## src/rtl/if_fetch_unit.sv

```systemverilog
// Instruction fetch unit: issues one outstanding instruction-memory request
// at a time, delivers responses to decode, buffers one response under stall,
// and flushes/restarts on redirect.
module if_fetch_unit #(
  parameter int                WIDTH    = 32,
  parameter logic [WIDTH-1:0]  RESET_PC = '0
) (
  input  logic             clk,
  input  logic             rst,
  input  logic             STALL,
  input  logic             REDIRECT,
  input  logic [WIDTH-1:0] REDIRECT_PC,
  output logic             IMEM_REQ,
  output logic [WIDTH-1:0] IMEM_ADDR,
  input  logic             IMEM_READY,
  input  logic             IMEM_RVALID,
  input  logic [WIDTH-1:0] IMEM_RDATA,
  output logic [WIDTH-1:0] PC_OUT,
  output logic [WIDTH-1:0] INSTRUCTION_OUT,
  output logic             VALID_OUT,
  output logic             FLUSH_OUT
);

  localparam logic [WIDTH-1:0] PC_STEP = WIDTH'(4);

  typedef enum logic [1:0] {
    S_FETCH = 2'd0,  // ready to issue a request at pc_q
    S_WAIT  = 2'd1,  // request accepted, waiting for its response
    S_HOLD  = 2'd2,  // response captured in the buffer while decode stalls
    S_DROP  = 2'd3   // response still owed but it belongs to a flushed path
  } state_t;

  state_t           state_q, state_d;
  logic [WIDTH-1:0] pc_q, pc_d;
  logic [WIDTH-1:0] req_pc_q, req_pc_d;
  logic [WIDTH-1:0] buf_pc_q, buf_pc_d;
  logic [WIDTH-1:0] buf_data_q, buf_data_d;
  logic [WIDTH-1:0] pc_out_q, pc_out_d;
  logic [WIDTH-1:0] instr_out_q, instr_out_d;
  logic             valid_out_q, valid_out_d;

  // A redirect in the same cycle suppresses the request so the old path
  // never gets a second outstanding access.
  assign IMEM_REQ        = (state_q == S_FETCH) && !REDIRECT && !rst;
  assign IMEM_ADDR       = pc_q;
  assign FLUSH_OUT       = REDIRECT && !rst;
  assign PC_OUT          = pc_out_q;
  assign INSTRUCTION_OUT = instr_out_q;
  assign VALID_OUT       = valid_out_q;

  // Next-state and next-output computation; redirect overrides everything.
  always_comb begin
    state_d     = state_q;
    pc_d        = pc_q;
    req_pc_d    = req_pc_q;
    buf_pc_d    = buf_pc_q;
    buf_data_d  = buf_data_q;
    pc_out_d    = pc_out_q;
    instr_out_d = instr_out_q;
    valid_out_d = 1'b0;

    if (REDIRECT) begin
      pc_d        = REDIRECT_PC;
      buf_pc_d    = '0;
      buf_data_d  = '0;
      pc_out_d    = '0;
      instr_out_d = '0;
      case (state_q)
        // The pending response is discarded; if it is not here yet we must
        // wait it out in DROP so it cannot be mistaken for the new path.
        S_WAIT, S_DROP: state_d = IMEM_RVALID ? S_FETCH : S_DROP;
        default:        state_d = S_FETCH;
      endcase
    end else begin
      case (state_q)
        S_FETCH: begin
          if (IMEM_REQ && IMEM_READY) begin
            req_pc_d = pc_q;
            state_d  = S_WAIT;
          end
        end
        S_WAIT: begin
          if (IMEM_RVALID) begin
            if (STALL) begin
              buf_pc_d   = req_pc_q;
              buf_data_d = IMEM_RDATA;
              state_d    = S_HOLD;
            end else begin
              pc_out_d    = req_pc_q;
              instr_out_d = IMEM_RDATA;
              valid_out_d = 1'b1;
              pc_d        = req_pc_q + PC_STEP;
              state_d     = S_FETCH;
            end
          end
        end
        S_HOLD: begin
          if (!STALL) begin
            pc_out_d    = buf_pc_q;
            instr_out_d = buf_data_q;
            valid_out_d = 1'b1;
            pc_d        = buf_pc_q + PC_STEP;
            state_d     = S_FETCH;
          end
        end
        S_DROP: begin
          if (IMEM_RVALID) begin
            state_d = S_FETCH;
          end
        end
        default: state_d = S_FETCH;
      endcase
    end
  end

  // State and output registers with synchronous reset.
  always_ff @(posedge clk) begin
    if (rst) begin
      state_q     <= S_FETCH;
      pc_q        <= RESET_PC;
      req_pc_q    <= '0;
      buf_pc_q    <= '0;
      buf_data_q  <= '0;
      pc_out_q    <= '0;
      instr_out_q <= '0;
      valid_out_q <= 1'b0;
    end else begin
      state_q     <= state_d;
      pc_q        <= pc_d;
      req_pc_q    <= req_pc_d;
      buf_pc_q    <= buf_pc_d;
      buf_data_q  <= buf_data_d;
      pc_out_q    <= pc_out_d;
      instr_out_q <= instr_out_d;
      valid_out_q <= valid_out_d;
    end
  end

endmodule

```

## config.mk

```make
export PLATFORM = sky130hd
export DESIGN_NAME = if_fetch_unit
export DESIGN_NICKNAME = d
export VERILOG_FILES = /design/src/rtl/if_fetch_unit.sv
export SDC_FILE = /design/constraint.sdc
export NUM_CORES = 1
export LEC_CHECK = 0
export ABC_AREA = 1
export BUFFER_PORTS_ARGS = -buffer_cell sky130_fd_sc_hd__buf_2
export CORE_MARGIN = 3
export CORE_UTILIZATION = 50
export CTS_CLUSTER_DIAMETER = 60
export DETAILED_ROUTE_END_ITERATION = 12
export MAX_ROUTING_LAYER = met4
export PLACE_DENSITY = 0.82
export SYNTH_ARGS = -nofsm -noshare
export SYNTH_HDL_FRONTEND = slang
export SYNTH_SLANG_ARGS = --single-unit
```

## constraint.sdc

```tcl
create_clock -name clk -period 4.4 [get_ports clk]
set_input_delay 0.88 -clock clk [delete_from_list [all_inputs] [get_ports clk]]
set_output_delay 0.88 -clock clk [all_outputs]
set_load 0.02 [all_outputs]
```

==> Yosys cells after proc, flatten, opt, wreduce, memory -nomap -nowiden <==
Index checks and enable logic that the tools add are counted.
{ "word_totals": {"reg_bits": 195, "elab_cells": 63, "in_bits": 70} }
{ "classes": {"muxes": 25, "n_eq_ne": 11, "reduce_logical": 16, "n_addsub": 2, "bitwise_logic": 1} }
{ "ops": {"columns": ["op", "n"], "rows": [
  ["32-bit 2-to-1 mux", 10],
  ["32-bit case mux with 2 select lines", 3],
  ["32-bit by 3-bit adder with 32-bit output, second input constant", 2],
  ["2-bit 2-to-1 mux", 8],
  ["3-bit inequality test, second input constant", 4],
  ["4-bit AND reduction", 3],
  ["2-bit case mux with 4 select lines", 1],
  ["2-bit inequality test, second input constant", 3],
  ["3-bit AND reduction", 2],
  ["2-bit == test, second input constant", 2],
  ["1-bit logical AND", 4],
  ["2-bit OR reduction", 2],
  ["3-bit by 2-bit inequality test with 1-bit output, second input constant", 1],
  ["3-bit nonzero test", 1],
  ["2-bit by 1-bit == test with 1-bit output, second input constant", 1],
  ["1-bit logical NOT", 2],
  ["2-bit logical NOT", 1],
  ["1-bit 2-to-1 mux", 2],
  ["1-bit case mux with 2 select lines", 1],
  ["2-bit nonzero test", 1],
  ["1-bit inverter", 1]
]} }

==> Depth between registers and ports, before layout <==
Gate-level depths: netlist of the first run.
{ "depth": {"ltp_word": 7, "mapped_depth": 14, "ltp_nobuf": 14} }

==> Worst setup path after synthesis of the first run <==
Ideal clock, no wire load.
{ "synth_timing": {"path_type": "input -> output", "startpoint": "input REDIRECT", "endpoint": "output IMEM_REQ", "arrival_time_ps": 1940, "stages": 6, "path_slack_ps": 1580, "t_required_ps": 3520, "path_cell_list": "clkbuf_1 -> inv_1 -> nand2_1 -> buf_2 -> buf_1 -> nor2_1"} }
{ "synth_via": {"elab_chain_cells": 3} }
{ "synth_rtl": {"columns": ["element", "line", "text"], "rows": [
  ["start: declaration", "11", "input logic REDIRECT,"],
  ["1-bit logical NOT", "44", "assign IMEM_REQ = (state_q == S_FETCH) && !REDIRECT && !rst;"],
  ["1-bit logical AND (2 in series)", "44", null],
  ["end: declaration", "13", "output logic IMEM_REQ,"]
]} }
No other way between the ends.

==> Worst setup path in the final report of the first run <==
{ "layout_timing": {"startpoint": "input rst", "endpoint": "register buf_pc_q[2]"} }
{ "layout_via": {"elab_chain_cells": 1} }
{ "layout_rtl": {"columns": ["element", "line", "text"], "rows": [
  ["start: declaration", "9", "input logic rst,"],
  ["2-bit OR reduction (no line)", null, null],
  ["end signal: assignment", "131", "buf_pc_q <= buf_pc_d;"],
  ["end: declaration", "36", "logic [WIDTH-1:0] buf_pc_q, buf_pc_d;"]
]} }
No other way between the ends.
A chain may end at the register's enable or synchronous reset.

==> results of run 1 <==
## path summary, 6_finish.rpt
kind	start	to	slack [ps]
setup / recovery	rst	buf_pc_q[2]	1380
hold / removal	buf_pc_q[31]	buf_pc_q[31]	460
setup reg to reg	state_q[0]	IMEM_ADDR[28]	1570
hold reg to reg	buf_pc_q[31]	buf_pc_q[31]	460
## critical path, stage by stage
cell and delay (ps):
buf_2 330, inv_1 150, nand2_1 240, inv_2 950, buf_4 430, o21ai_0 160
a21oi_1 180
## area by class of cell
class | count | area (um2) | area share (%)
Multi-Input combinational cell | 816 | 4051 | 39.89
Sequential cell | 195 | 3904 | 38.43
Timing Repair Buffer | 182 | 945.9 | 9.313
Clock buffer | 18 | 429.2 | 4.225
Inverter | 104 | 391.6 | 3.856
Tap cell | 220 | 275.3 | 2.710
Clock inverter | 13 | 157.7 | 1.552
Antenna cell | 1 | 2.502 | 0.02464
## cells by family after synthesis
| group | Yosys count | share of synthesized area, % |
|---|---|---|
| xor gates and xnor gates | 6 | 0.6050 |
| adders and majority gates | 6 | 0.8643 |
| and+or+nand+nor | 434 | 21.28 |
| AOI/OAI and AO/OA | 370 | 23.67 |
| DFF | 195 | 44.94 |
| buffers and inverters | 182 | 8.643 |
## state kept, by name, indices dropped and copies added (netlist names)
register,count
req_pc_q,32
buf_data_q,32
state_q,2
PC_OUT,32
IMEM_ADDR,32
INSTRUCTION_OUT,32
VALID_OUT,1
buf_pc_q,32
## cell usage after synthesis
| cell type | instances |
|---|---|
| a21oi_1 | 108 |
| a22o_1 | 17 |
| nand3_1 | 37 |
| clkbuf_1 | 57 |
| o21ai_0 | 168 |
| nor2_2 | 13 |
| ha_1 | 6 |
| nor2_1 | 112 |
| nand2_1 | 241 |
| buf_6 | 4 |
| nand2_2 | 15 |
| o21a_1 | 9 |
| inv_1 | 103 |
| nor3_1 | 1 |
| o211ai_1 | 4 |
| nor3_2 | 1 |
| buf_1 | 3 |
| nor2_4 | 9 |
| nand2_4 | 3 |
| o21ai_1 | 4 |
| dfxtp_1 | 195 |
| buf_4 | 2 |
| inv_2 | 1 |
| a31oi_1 | 47 |
| buf_2 | 11 |
| buf_12 | 1 |
| xnor2_1 | 1 |
| nand4_1 | 2 |
| xor2_1 | 5 |
| o21ai_2 | 13 |
## per-stage QoR
stage / cell area, um2 / hold WS, ps / std cells
2_1_floorplan: 8686 / 429.2 / 1193
3_3_place_gp: 9568 / 440.2 / 1517
3_5_place_dp: 9568 / 446.9 / 1517
4_1_cts: 10150 / 457.1 / 1548
5_1_grt: 10160 / 484.1 / 1549
6_report: 10160 / 456.0 / 1549
## layer usage
| layer | part of all wire (%) | wire length, um |
|---|---|---|
| met2 | 46 | 10950 |
| met5 | 0 | 0 |
| met1 | 45 | 10620 |
| met3 | 6.9 | 1638 |
| met4 | 2.7 | 645 |
## power by group
group | internal, mW | switching [mW] | leakage [nW]
logic | 0.164 | 0.398 | 2.59
registers | 1.84 | 0.0422 | 1.58
clock network | 0.892 | 0.684 | 0.290
==> flow_summary.toml, run 1 <==
[status]
status = "finished, final reports clean"

[die]
die_w_um = 137.8
core.rowCount = 47
start_util_pct = 51.64
die_h_um = 137.8
die_area_um2 = 18990
io_pins = 169
core-area_um2 = 16820

[clock_network]
insertion_delay_ps = 430
cts-root-buf = "clkbuf_16"
postCtsSetupBuffers = 0
cts_made_buffers = 17
clockBufferDepth = 2
cts.clk_slew.worst_paths_ps = 70
hold_buffers = 0
htreeDepth = 4
cts.sinks = 195
ctsResizeCount = 0
cts_tree = "built"

[yosys]
synth_top_area_cell = "dfxtp_1"
yosysSeqAreaShare_pct = 44.94
synth-seq-cells = 195
netlist_area_um2 = 8686
synth.area.top_cells = "dfxtp_1 (45%), nand2_1 (10%), o21ai_0 (9.7%), a21oi_1 (6.2%), nor2_1 (4.8%)"
syn_nets = 1269
synth.distinct_cells = 30
yosysWarnings = 0
synth_top_area_share_pct = 44.94
synth_cells = 1193
syn_area_per_cell_um2 = 7.281

[setup_path]
reg2regPathDepth = 13
critPathCaptureType = "flip-flop"
worstPathMaxFanout = 87
worstSetupPathType = "primary input to flip-flop"
cp.required_ps = 4760
crit_path_start_kind = "primary input"
crit_arrival_ps = 3370

[timing]
period_share_pct = 68.59
slew_headroom_pct = 18.49
fin_crit_ps = 3018
setup_slack_ps = 1382
rsz0062_at_grt = "false"
fmax_ghz = 0.3313
setup-tns-final_ps = 0
finalHoldViolCount = 0
slew_violations = 0
setup_viol = 0
skew_ps = 7.796
worst_pin_slew_ps = 1223

[global_route]
grt-busiest-layer = "met2"
grt_max_degree = 96
grt_pass1_wl_um = 38320
grt.total_usage_pct = 26.06
antenna_found_initial = 1
gr-usage-met1_pct = 33.75
grt_pass1_vias = 7714
gr-total-overflow = 0
grtUsageMet3_pct = 4.164
met2_usage_pct = 41.13

[layout]
drive_gt1_share_pct = 20.41
fill_cells = 1549
layout.nets = 1392
area_delta_synth_final_pct = 16.94
final_common_cell = "nand2_1"
final_util_pct = 60.39
final_cell_mix = "nand2_1 (241), dfxtp_1 (195), o21ai_0 (168), buf_2 (168), nor2_1 (111)"

[job]
drv_cap = 0

[drt]
avgRoutedWirePerCell_um = 15.40
drt_iter0_drc = 631
vias_per_cell = 5.420
dr_total_vias = 8396
wl_um = 23850
ant_nets = 0
drcViolationCount = 0
drtPass1Iterations = 5

[power]
p_leak_nw = 4.462
powerDensity_nw_per_um2 = 395.8
ir_worst_vdd_mv = 0.2892
power_mw = 4.020

[placement]
place.gp.congestion = 0.9778
dp_hpwl_um = 15710
io_buffers = 168
place_ws_ps = 1004

[min_path]
hold_path_class = "flip-flop to flip-flop"
whs_path_depth = 2
Note: power is estimated with default switching activity, not from simulation.
==> run 2, diff against run 1 <==
==> constraint.sdc (replaced) <==
create_clock -name clk -period 3.05 [get_ports clk]
set_input_delay 0.61 -clock clk [delete_from_list [all_inputs] [get_ports clk]]
set_output_delay 0.61 -clock clk [all_outputs]
set_load 0.02 [all_outputs]
==> flow_summary.toml, run 2 (synthesized netlist as in run 1, its figures left out) <==
[drt]
vias_per_cell = 5.341
drtPass1Iterations = 5
avgRoutedWirePerCell_um = 15.63
dr_total_vias = 8300
drt_iter0_drc = 543
ant_nets = 0
wl_um = 24290
drcViolationCount = 0

[min_path]
hold_path_class = "primary input to flip-flop"
hp-start = "IMEM_RDATA[14]"
whs_path_depth = 3
holdPathEnd = "buf_data_q[14]"

[status]
status = "finished, final reports clean"

[setup_path]
worstPathMaxFanout = 104
r2r_start = "state_q[0]"
path_cells = "inv_1 -> ha_4 -> buf_12 -> nand2_1 -> o21ai_2 -> ha_1 -> nand2_1 -> nor2_4 -> nand3_1 -> inv_1 -> nand2_1 -> nand2_1 -> nand3_1 -> a21oi_1"
worstSetupPathType = "flip-flop to flip-flop"
critPathMaxStageDelay_ps = 360
critPathTopFamily = "simple AND/OR/NAND/NOR gates"
reg2reg_to = "IMEM_ADDR[28]"
reg2reg_slack_ps = 390
crit_arrival_ps = 3020
cp_slowest_cell = "buf_12"
critPathCaptureType = "flip-flop"
cp.required_ps = 3410
timing.critical_path.buf_inv = 3
cpMostUsedCell = "nand2_1"
crit_path_start_kind = "flip-flop"
reg2regPathDepth = 14

[placement]
place.gp.congestion = 0.9955
dp_hpwl_um = 16540
dpl-instance-area_um2 = 9643
placed_cells = 1522
io_buffers = 168

[die]
core-area_um2 = 16820
die_area_um2 = 18990
io_pins = 169
start_util_pct = 51.64
core.rowCount = 47
die_h_um = 137.8
die_w_um = 137.8

[global_route]
grt_max_degree = 105
grt_pass1_wl_um = 38320
antenna_found_initial = 0
grt.total_usage_pct = 26.29
grt_pass1_vias = 7668
gr-total-overflow = 0

[layout]
fill_cells = 1495
multi_input_area_um2 = 4051
seq_area_um2 = 3904
final_cell_mix = "nand2_1 (241), dfxtp_1 (195), o21ai_0 (168), buf_2 (168), nor2_1 (111)"
final_common_cell = "nand2_1"
area_delta_synth_final_pct = 17.92
stdcell_area_um2 = 10240
layout.nets = 1397
drive_gt1_share_pct = 20.69
antenna_cells = 0
fin_cells = 1554

[power]
ir_worst_vdd_mv = 0.4095
powerDensity_nw_per_um2 = 568.7
p_leak_nw = 4.500

[timing]
whs_ps = 418.6
finalHoldViolCount = 0
rsz0062_at_grt = "false"
worst_pin_slew_ps = 870.0
period_share_pct = 87.31
skew_ps = 8.114
setup_viol = 0
fin_crit_ps = 2663
setup-tns-final_ps = 0
slew_violations = 0
slew_headroom_pct = 42.00
fmax_ghz = 0.3755

[clock_network]
cts_tree = "built"
ctsResizeCount = 0
htreeDepth = 4
cts_made_buffers = 17
cts.sinks = 195
clockBufferDepth = 2
cts.clk_slew.worst_paths_ps = 70
hold_buffers = 0
postCtsSetupBuffers = 0
cts-root-buf = "clkbuf_16"
insertion_delay_ps = 430

[job]
drv_cap = 0
-- run 2: cell count changes in the layout (fill, tap and decap cells not counted), sizes merged --
cell    delta
buf        +5
clkbuf     +2
diode      -1
inv        -1
-- run 2: cell type report --
cell class                 count  area share [%]
clock inverter                12           1.490
inverter                     104           3.824
multi-input combinational    816           39.56
timing repair buffer         187           9.968
sequential                   195           38.11
tap                          220           2.688
clock buffer                  20           4.361
-- run 2: how the worst max path moves through the flow --
stage / endpoint / slack [ps] / cells after the start / startpoint
3_5_place_dp: IMEM_ADDR[28] / 470 / 13 / state_q[0]
4_1_cts: IMEM_ADDR[28] / 450 / 14 / state_q[0]
3_3_place_gp: IMEM_ADDR[28] / 520 / 13 / state_q[0]
6_report: IMEM_ADDR[28] / 390 / 14 / state_q[0]
2_1_floorplan: IMEM_REQ / 770 / 6 / REDIRECT
5_1_grt: IMEM_ADDR[28] / 210 / 14 / state_q[0]
-- run 2: power by group --
group | leakage [nW] | switching [mW] | internal, mW
clock | 0.295 | 0.973 | 1.32
sequential | 1.58 | 0.0636 | 2.65
combinational | 2.62 | 0.575 | 0.245
-- run 2: layer usage --
metal  GRT usage [%]  part of all wire, %  vias up
li1                -                    -     4188
met2           42.76                   47      303
met4           7.629                  1.3        0
met1           33.71                   45     3785
met3           4.638                  6.8       24
met5               -                    0        -
-- run 2: metrics by stage --
step | power, mW | setup slack (ps) | utilization, %
final | 5.825 | 387.0 | 60.90
after global routing | 6.067 | 212.9 | 60.90
after CTS | 5.854 | 445.9 | 60.90
after detailed placement | 3.585 | 473.0 | 57.34
after global placement | 3.569 | 518.4 | 57.34
after floorplan | 3.324 | 770.3 | -
-- run 2: worst reg2reg max path, cell delays in order (launching register included) --
cell,delay [ps]
dfxtp_1,340
inv_1,140
ha_4,170
buf_12,360
nand2_1,240
o21ai_2,110
ha_1,220
nand2_1,110
nor2_4,200
nand3_1,200
inv_1,160
nand2_1,70
nand2_1,60
nand3_1,80
a21oi_1,130
==> run 3, diff against run 2 <==
==> constraint.sdc (replaced) <==
create_clock -name clk -period 3.05 [get_ports clk]
set_input_delay 0.305 -clock clk [delete_from_list [all_inputs] [get_ports clk]]
set_output_delay 0.305 -clock clk [all_outputs]
set_load 0.02 [all_outputs]
==> flow_summary.toml, run 3 (synthesized netlist as in run 1, its figures left out) <==
[job]
drv_cap = 0

[min_path]
hp-start = "IMEM_RDATA[12]"
holdPathEnd = "buf_data_q[12]"
hold_path_class = "primary input to flip-flop"
whs_path_depth = 3

[clock_network]
postCtsSetupBuffers = 0
htreeDepth = 4
ctsResizeCount = 0
insertion_delay_ps = 430
cts.sinks = 195
hold_buffers = 0
clockBufferDepth = 2
cts.clk_slew.worst_paths_ps = 70
cts_made_buffers = 17
cts_tree = "built"
cts-root-buf = "clkbuf_16"

[setup_path]
crit_cells = 13
timing.critical_path.buf_inv = 3
reg2regPathDepth = 13
critPathCaptureType = "flip-flop"
crit_path_start_kind = "flip-flop"
reg2reg_slack_ps = 490
r2r_start = "state_q[0]"
path_cells = "inv_1 -> ha_4 -> buf_12 -> o21ai_2 -> ha_1 -> nand2_1 -> nor2_4 -> nand3_1 -> inv_1 -> nand2_1 -> nand2_1 -> nand3_1 -> a21oi_1"
critPathTopFamily = "simple AND/OR/NAND/NOR gates"
cp_slowest_cell = "dfxtp_1"
critPathMaxStageDelay_ps = 400
reg2reg_to = "IMEM_ADDR[28]"
crit_arrival_ps = 2920
cp.required_ps = 3410
cpMostUsedCell = "nand2_1"
worstSetupPathType = "flip-flop to flip-flop"
worstPathMaxFanout = 48

[layout]
drive_gt1_share_pct = 20.66
stdcell_area_um2 = 10210
fill_cells = 1511
layout.nets = 1394
multi_input_area_um2 = 4051
area_delta_synth_final_pct = 17.57
final_cell_mix = "nand2_1 (241), dfxtp_1 (195), o21ai_0 (168), buf_2 (168), nor2_1 (111)"
seq_area_um2 = 3904
antenna_cells = 0
final_common_cell = "nand2_1"

[drt]
drtPass1Iterations = 5
wl_um = 24180
drcViolationCount = 0
avgRoutedWirePerCell_um = 15.59
vias_per_cell = 5.380
ant_nets = 0
drt_iter0_drc = 516
dr_total_vias = 8345

[die]
core-area_um2 = 16820
die_area_um2 = 18990
core.rowCount = 47
die_w_um = 137.8
start_util_pct = 51.64
io_pins = 169
die_h_um = 137.8

[timing]
skew_ps = 11.35
setup-tns-final_ps = 0
worst_pin_slew_ps = 674.9
slew_headroom_pct = 54.76
rsz0062_at_grt = "false"
slew_violations = 0
fin_crit_ps = 2560
fmax_ghz = 0.3906
finalHoldViolCount = 0
setup_viol = 0
period_share_pct = 83.94
whs_ps = 112.5

[global_route]
gr-total-overflow = 0
grt.total_usage_pct = 26.32
antenna_found_initial = 0
grt_max_degree = 106
grt_pass1_vias = 7746
grt_pass1_wl_um = 38670

[power]
powerDensity_nw_per_um2 = 567.0
cellInternalPower_mw = 4.139
p_sw_mw = 1.652
p_seq_share_pct = 46.9
p_sw_share_pct = 28.52
clkPwrFrac_pct = 38.9
p_comb_share_pct = 14.1
ir_worst_vdd_mv = 0.4446
p_leak_nw = 4.475

[status]
status = "finished, final reports clean"

[placement]
place.gp.congestion = 0.9676
io_buffers = 168
dpl-instance-area_um2 = 9620
dp_hpwl_um = 16270
[run 3: cell count changes in the layout (fill, tap and decap cells not counted), sizes merged]
cell,before,now
clkinv,7,6
buf,187,184
bufinv,3,2
inv,105,107
clkinvlp,1,3
clkbuf,20,18
[run 3: per-stage QoR]
step | cells | power [mW] | setup WS [ps] | util [%]
2_1_floorplan | 1193 | 3.324 | 988.4 | -
3_3_place_gp | 1519 | 3.564 | 649.3 | 57.20
3_5_place_dp | 1519 | 3.582 | 563.0 | 57.20
4_1_cts | 1551 | 5.815 | 553.0 | 60.72
5_1_grt | 1551 | 6.027 | 278.8 | 60.72
6_report | 1551 | 5.791 | 489.7 | 60.72
[run 3: final cells by class]
class | instances | share of cell area (%)
Multi-Input combinational cell | 816 | 39.67
Clock buffer | 18 | 4.300
Timing Repair Buffer | 184 | 9.777
Inverter | 104 | 3.835
Sequential cell | 195 | 38.23
Tap cell | 220 | 2.695
Clock inverter | 14 | 1.495
[run 3: how the worst max path moves through the flow]
stage / startpoint / endpoint
5_1_grt: state_q[0] / PC_OUT[22]
3_3_place_gp: state_q[0] / IMEM_ADDR[28]
2_1_floorplan: state_q[0] / IMEM_ADDR[18]
4_1_cts: state_q[0] / IMEM_ADDR[28]
6_report: state_q[0] / IMEM_ADDR[28]
3_5_place_dp: state_q[0] / PC_OUT[16]
[run 3: routing by layer]
metal / routed length (um) / global-route usage, % / part of all wire (%) / up-vias
met5: 0 / - / 0 / -
met4: 478 / 8.397 / 2.0 / 0
met3: 1857 / 5.478 / 7.7 / 38
met2: 11160 / 42.43 / 46 / 336
met1: 10680 / 33.26 / 44 / 3796
li1: - / - / - / 4175
[run 3: power by group through the flow]
stage	clock network [mW]	registers, mW	logic (mW)
after floorplan	0	2.83	0.494
after global placement	0	2.77	0.795
after detailed placement	0	2.77	0.810
after CTS	2.29	2.71	0.815
after global routing	2.40	2.73	0.903
final	2.26	2.72	0.819
[run 3: worst register-to-register path: cells and delay by family, from the launching register on]
kind | cells | cell delay (ps)
simple gates | 6 | 790
buf+inv | 3 | 510
fa+ha+maj | 2 | 420
flops | 1 | 400
compound gates | 2 | 390
